`src/rtl/pwm_multi_ch.sv`:
```
// Multi-channel PWM generator: shared prescaled counter (edge or center aligned),
// per-channel double-buffered duty with edge-triggered step and direct load.
module pwm_multi_ch #(
  parameter int WIDTH      = 8,
  parameter int CHANNELS   = 4,
  parameter int PRESCALE_W = 8,
  parameter int STEP       = 1,
  parameter int RESET_DUTY = 2 ** (WIDTH - 1)
) (
  input  logic                      clk,
  input  logic                      rst,
  input  logic                      en,
  input  logic [PRESCALE_W-1:0]     prescale,
  input  logic                      center_mode,
  input  logic [CHANNELS-1:0]       duty_inc,
  input  logic [CHANNELS-1:0]       duty_dec,
  input  logic [CHANNELS-1:0]       load,
  input  logic [CHANNELS*WIDTH-1:0] load_val,
  output logic [CHANNELS*WIDTH-1:0] duty,
  output logic [CHANNELS-1:0]       PWM_out,
  output logic                      period_start
);

  localparam logic [WIDTH-1:0] MAX    = '1;
  localparam logic [WIDTH:0]   STEP_X = (WIDTH + 1)'(STEP);
  localparam logic [WIDTH-1:0] RST_D  = WIDTH'(RESET_DUTY);

  typedef enum logic {DIR_UP, DIR_DOWN} dir_e;

  logic rst_meta_q, rst_sync_q;

  logic [PRESCALE_W-1:0]           psc_q, psc_d;
  logic                            tick;
  logic [WIDTH-1:0]                cnt_q, cnt_d;
  dir_e                            dir_q, dir_d;
  logic                            mode_q, mode_d;
  logic                            boundary;
  logic [CHANNELS-1:0][WIDTH-1:0]  pend_q, pend_d, act_q, act_d;
  logic [CHANNELS-1:0]             inc_prev_q, dec_prev_q, inc_rise, dec_rise;
  logic [CHANNELS-1:0]             pwm_q, pwm_d;
  logic                            period_start_q;

  function automatic logic [WIDTH-1:0] sat_inc(input logic [WIDTH-1:0] v);
    logic [WIDTH:0] s;
    s = {1'b0, v} + STEP_X;
    return (s > {1'b0, MAX}) ? MAX : s[WIDTH-1:0];
  endfunction

  function automatic logic [WIDTH-1:0] sat_dec(input logic [WIDTH-1:0] v);
    logic [WIDTH:0] s;
    s = {1'b0, v} - STEP_X;
    return ({1'b0, v} < STEP_X) ? '0 : s[WIDTH-1:0];
  endfunction

  // Assert asynchronously, release two clocks after rst rises.
  // NOTE: sequential state uses non-blocking assignments so every flop samples pre-edge values.
  always_ff @(posedge clk or negedge rst) begin
    if (!rst) begin
      rst_meta_q <= 1'b0;
      rst_sync_q <= 1'b0;
    end else begin
      rst_meta_q <= 1'b1;
      rst_sync_q <= rst_meta_q;
    end
  end

  assign tick     = en && (psc_q == prescale);
  assign inc_rise = duty_inc & ~inc_prev_q;
  assign dec_rise = duty_dec & ~dec_prev_q;

  // NOTE: every always_comb output gets a default first so no path can infer a latch.
  always_comb begin
    psc_d    = '0;
    cnt_d    = cnt_q;
    dir_d    = dir_q;
    mode_d   = mode_q;
    boundary = 1'b0;
    if (en && !tick) psc_d = psc_q + PRESCALE_W'(1);
    if (!en) begin
      cnt_d  = '0;
      dir_d  = DIR_UP;
      mode_d = center_mode;
    end else if (tick) begin
      if (!mode_q) begin
        cnt_d = cnt_q + WIDTH'(1);
      end else if (dir_q == DIR_UP) begin
        if (cnt_q == MAX) begin
          cnt_d = cnt_q - WIDTH'(1);
          dir_d = DIR_DOWN;
        end else begin
          cnt_d = cnt_q + WIDTH'(1);
        end
      end else begin
        cnt_d = cnt_q - WIDTH'(1);
      end
      // Reaching zero while running is the period boundary in both modes.
      if (cnt_d == '0) begin
        dir_d    = DIR_UP;
        mode_d   = center_mode;
        boundary = 1'b1;
      end
    end
  end

  always_comb begin
    pend_d = pend_q;
    act_d  = act_q;
    pwm_d  = '0;
    for (int i = 0; i < CHANNELS; i++) begin
      if (load[i])                       pend_d[i] = load_val[i*WIDTH +: WIDTH];
      else if (inc_rise[i] && !dec_rise[i]) pend_d[i] = sat_inc(pend_q[i]);
      else if (dec_rise[i] && !inc_rise[i]) pend_d[i] = sat_dec(pend_q[i]);
      if (!en || boundary) act_d[i] = pend_q[i];
      pwm_d[i] = en && (cnt_q < act_q[i]);
    end
  end

  // NOTE: the per-channel duty registers are plain flops, so they take a reset value;
  // a RAM-style array would not be reset this way.
  always_ff @(posedge clk or negedge rst_sync_q) begin
    if (!rst_sync_q) begin
      psc_q          <= '0;
      cnt_q          <= '0;
      dir_q          <= DIR_UP;
      mode_q         <= 1'b0;
      pend_q         <= {CHANNELS{RST_D}};
      act_q          <= {CHANNELS{RST_D}};
      inc_prev_q     <= '0;
      dec_prev_q     <= '0;
      pwm_q          <= '0;
      period_start_q <= 1'b0;
    end else begin
      psc_q          <= psc_d;
      cnt_q          <= cnt_d;
      dir_q          <= dir_d;
      mode_q         <= mode_d;
      pend_q         <= pend_d;
      act_q          <= act_d;
      inc_prev_q     <= duty_inc;
      dec_prev_q     <= duty_dec;
      pwm_q          <= pwm_d;
      period_start_q <= boundary;
    end
  end

  assign duty         = act_q;
  assign PWM_out      = pwm_q;
  assign period_start = period_start_q;

endmodule
```
`config.mk`:
```
export PLATFORM = sky130hd
export DESIGN_NAME = pwm_multi_ch
export DESIGN_NICKNAME = d
export VERILOG_FILES = /design/src/rtl/pwm_multi_ch.sv
export SDC_FILE = /design/constraint.sdc
export NUM_CORES = 1
export LEC_CHECK = 0
export ABC_AREA = 1
export CORE_MARGIN = 5
export CORE_UTILIZATION = 58
export CTS_BUF_LIST = sky130_fd_sc_hd__clkbuf_8
export CTS_CLUSTER_SIZE = 8
export DETAILED_ROUTE_END_ITERATION = 16
export GPL_TIMING_DRIVEN = 0
export PLACE_DENSITY = 0.94
export SLEW_MARGIN = 25
export SYNTH_ARGS = -nofsm -noshare
export SYNTH_HDL_FRONTEND = slang
export SYNTH_SLANG_ARGS = --single-unit
```
`constraint.sdc`:
```
create_clock -name clk -period 3.3 [get_ports clk]
set_input_delay 0.825 -clock clk [delete_from_list [all_inputs] [get_ports clk]]
set_output_delay 0.825 -clock clk [all_outputs]
set_load 0.01 [all_outputs]
```
==> flow_summary.rst <==
.. list-table::
   :header-rows: 1

   * - Metric
     - Value
   * - Outcome
     - complete, no violations
   * - Largest driver fanout on the critical path
     - 10
   * - Clock transition at the register clock pins on the worst setup and hold paths after CTS
     - 0.10 ns
   * - Share of Yosys cell area claimed by the top area cell type
     - 0.3083
   * - Overflow left after global routing
     - 0
   * - Number of buffers inserted by port buffering
     - 92
   * - Synth Area in Simple Gates
     - 0.3366
   * - Area growth from synthesis to layout
     - 18.81%
   * - CTS max path bufs
     - 2
   * - Dominant cell type by area after synthesis
     - sky130_fd_sc_hd__dfrtp_1
   * - Worst Hold Class
     - reg2reg
   * - Critical path endpoint category
     - flip-flop
   * - Xor-xnor portion of the synthesized cell area
     - 0.04365
   * - Chip height
     - 121.6 um
   * - Flop-to-flop setup slack
     - 0.71 ns
   * - Number of global-route vias before repair
     - 6991
   * - Max-slew headroom at the worst pin
     - 0.5332
   * - Num CTS Buffers
     - 9
   * - Placement Cell Area
     - ~8400 sq um
   * - Highest Clock Rate
     - 386.0 MHz
   * - Row count
     - 40
   * - Gp weighted congestion
     - just over 0.9
   * - Initial antenna violation count
     - 0
   * - Static power due to leakage
     - 4.406 nW
   * - RSZ-0062 raised after global routing
     - false
   * - Largest family of logic cells by synthesized area
     - simple AND/OR/NAND/NOR gates
   * - Critical path class
     - reg2reg
   * - CTS resizes
     - 0
   * - Hold-fix buffers, CTS
     - 0
   * - Core box area
     - 12110 sq um
   * - Crit path required time
     - roughly 3.6 ns
   * - Synthesized netlist cell count
     - 1060
   * - Count of buffers added by post-CTS timing repair for setup
     - 0
   * - Maximum VDD drop
     - 0.0002393 V
   * - Sequential-to-total area share from yosys stat
     - 0.3374
   * - Launching point of the worst reg2reg path
     - cnt_q[0]
   * - Highest-count cells in the layout ignoring fill and taps
     - sky130_fd_sc_hd__nand2_1 (297), sky130_fd_sc_hd__inv_1 (164), sky130_fd_sc_hd__nand3_1 (142)
   * - Cell depth of the worst hold path
     - 0
   * - Worst setup skew after layout
     - 0.007696 ns
   * - Sequential standard cell area
     - 2441 sq um
   * - Share of cell area taken by muxes after synthesis
     - 0
   * - Depth of the CTS H-tree
     - 3
   * - Clock period minus final worst setup slack
     - roughly 2.6 ns
   * - Synthesized area
     - ~7200 sq um
   * - Final Max Slew Viols
     - 0
   * - Number of different library cells in the post-synthesis netlist
     - 30
   * - Clock tree from TritonCTS
     - built
   * - Worst setup path end
     - duty[0]
   * - Hold violation count in the final report
     - 0
   * - Area of the die
     - 14790 sq um
   * - Overall via count from detail_route
     - 7401
   * - Part of the cycle the worst path needs
     - 0.7851
   * - Area of all placed cells without fillers
     - 8582 sq um
   * - Logic depth of the worst register-to-register path
     - 15
   * - Ys Warns
     - 0
   * - Global-route wire length before repair
     - 31820 um
   * - Total power
     - 3.564 mW
   * - Most common cell after layout, fill and taps aside
     - sky130_fd_sc_hd__nand2_1
   * - Power per cell area
     - 415.3 nW/um^2
   * - Number of top-level design ports
     - 93
   * - Routed WL
     - 18920 um
   * - Starting density of the core
     - 0.5964
   * - Die span in x
     - 121.6 um
   * - Transition at the pin with the smallest max-transition slack
     - between 0.7 and 0.8 ns
   * - Diode count
     - 0
   * - Master cell of the clock root buffer
     - sky130_fd_sc_hd__clkbuf_8
   * - Count of fill cells added during filler insertion
     - 1030
   * - Mean instance size in the synthesized netlist
     - 6.814 sq um
   * - First element of the critical path
     - cnt_q[0]
   * - Detailed-route vias per instance
     - 5.536
   * - Detailed Route Iter0 Violations
     - 680
   * - Max Cap Violations
     - 0
   * - Post-route antenna net violation count
     - 0
   * - Most area-consuming cells after synthesis
     - sky130_fd_sc_hd__dfrtp_1 (31%), sky130_fd_sc_hd__nand2_1 (15%), sky130_fd_sc_hd__nand3_1 (9.8%)
   * - Synthesized flop and latch total
     - 97
   * - Post-Syn Nets
     - 1159
   * - DR WL/cell
     - 14.15 um
   * - Number of setup violations in the final report
     - 0
   * - Detailed-placement wirelength estimate
     - 14190 um
   * - Area of the multi-input gates
     - between 3000 and 4000 sq um
   * - Largest net degree at the start of global routing
     - 52
   * - Net total in the final layout
     - 1263
   * - Area fraction in compound gates after synthesis
     - 0.09544
   * - Adder-cell area share of the yosys netlist
     - 0.07448
   * - Sinks on Clock Net
     - 97
   * - Endpoint arrival time on the critical path
     - 2.88 ns
   * - FF-to-FF End
     - duty[0]
   * - Total global routing track utilization
     - 0.2629
   * - Share of cells above drive strength 1
     - 0.05988
   * - Crit start category
     - flip-flop
   * - Length of the first detailed-routing pass in iterations
     - 5
   * - DRC violations left
     - 0
   * - Clock insertion delay at the later pin of the skew report
     - 0.39 ns
-- worst max-delay path, cell delays in order (launching register included) --
cell,delay (ns)
sky130_fd_sc_hd__dfrtp_1,0.47
sky130_fd_sc_hd__inv_1,0.10
sky130_fd_sc_hd__buf_2,0.24
sky130_fd_sc_hd__ha_1,0.23
sky130_fd_sc_hd__inv_1,0.06
sky130_fd_sc_hd__nor2_1,0.22
sky130_fd_sc_hd__nand3_1,0.11
sky130_fd_sc_hd__nand2_1,0.07
sky130_fd_sc_hd__nand2_1,0.05
sky130_fd_sc_hd__nand2_1,0.05
sky130_fd_sc_hd__nand2_1,0.09
sky130_fd_sc_hd__nor2_2,0.21
sky130_fd_sc_hd__nand4_4,0.19
sky130_fd_sc_hd__buf_6,0.21
sky130_fd_sc_hd__nand3_1,0.09
sky130_fd_sc_hd__nand2_1,0.07
-- stage by stage --
| step | setup WS, ns | util | hold slack [ns] | setup TNS [ns] | instances |
|---|---|---|---|---|---|
| floorplan | 0.4120 | - | 0.3312 | 0 | 1060 |
| global placement | -0.7107 | 0.6898 | 0.3347 | -60.98 | 1320 |
| detailed placement | 0.3612 | 0.6917 | 0.3395 | 0 | 1321 |
| CTS | 0.7533 | 0.7086 | 0.3731 | 0 | 1337 |
| global route | 0.4750 | 0.7086 | 0.3778 | 0 | 1337 |
| finish | 0.7091 | 0.7086 | 0.3729 | 0 | 1337 |
-- flip-flops by register name, indices dropped and copies added, names as in the netlist, 4 cells and up --
signal,count
duty,32
dec_prev_q,4
pend_q,32
cnt_q,8
psc_q,8
PWM_out,4
inc_prev_q,4
-- cell usage after synthesis --
cell type,count
sky130_fd_sc_hd__nand3_2,2
sky130_fd_sc_hd__buf_1,3
sky130_fd_sc_hd__or2_2,8
sky130_fd_sc_hd__dfrtp_1,89
sky130_fd_sc_hd__buf_6,6
sky130_fd_sc_hd__clkbuf_2,1
sky130_fd_sc_hd__nand2_1,297
sky130_fd_sc_hd__dfstp_2,8
sky130_fd_sc_hd__o211ai_1,17
sky130_fd_sc_hd__a21boi_0,4
sky130_fd_sc_hd__nand2_4,2
sky130_fd_sc_hd__o22ai_1,5
sky130_fd_sc_hd__a21oi_1,38
sky130_fd_sc_hd__clkbuf_1,9
sky130_fd_sc_hd__nor3_1,14
sky130_fd_sc_hd__buf_2,15
sky130_fd_sc_hd__xnor2_1,11
sky130_fd_sc_hd__nand4_1,15
sky130_fd_sc_hd__nand2_2,5
sky130_fd_sc_hd__and3_1,1
sky130_fd_sc_hd__nand3_1,142
sky130_fd_sc_hd__ha_1,43
sky130_fd_sc_hd__o21ai_0,62
sky130_fd_sc_hd__inv_1,164
sky130_fd_sc_hd__conb_1,1
sky130_fd_sc_hd__nor2_1,68
sky130_fd_sc_hd__nor2_4,2
sky130_fd_sc_hd__xor2_1,25
sky130_fd_sc_hd__nand4_4,1
sky130_fd_sc_hd__nor2_2,2
-- kinds of logic after synthesis --
logic type	after synthesis
simple gates	559
buf+inv	198
compound gates	126
flops	97
fa+ha+maj	43
xor+xnor	36
other cells	1
-- cell type report --
| cell class | count | area share |
|---|---|---|
| plain buffers | 34 | 0.02245 |
| repair buffers | 93 | 0.1096 |
| multi-input cells | 765 | 0.4635 |
| well taps | 168 | 0.02449 |
| clock inverters | 6 | 0.007727 |
| clock buffers | 10 | 0.01604 |
| flip-flops and latches | 97 | 0.2844 |
| inverters | 164 | 0.07173 |
-- power breakdown --
| part | internal (mW) | switching [mW] | total (mW) | leakage [nW] |
|---|---|---|---|---|
| registers | 1.34 | 0.181 | 1.52 | 1.21 |
| clock network | 0.372 | 0.460 | 0.833 | 0.0949 |
| logic | 0.521 | 0.687 | 1.21 | 3.10 |
| total | 2.24 | 1.33 | 3.56 | 4.41 |
-- metal layers --
layer | vias up | GRT usage | wire length (um)
li1 | 3603 | - | -
met5 | - | 0 | 0
met3 | 51 | 0.03203 | 1210
met4 | 0 | 0.1085 | 573
met1 | 3464 | 0.3409 | 7996
met2 | 283 | 0.4459 | 9143
-- how the worst min path moves through the flow --
stage	start	endpoint	slack, ns
after floorplan	rst_meta_q	rst_sync_q	0.33
after global placement	rst_meta_q	rst_sync_q	0.33
after detailed placement	rst_meta_q	rst_sync_q	0.34
after CTS	rst_meta_q	rst_sync_q	0.37
after global routing	rst_meta_q	rst_sync_q	0.38
final	rst_meta_q	rst_sync_q	0.37
(Power assumes the default switching activity.)
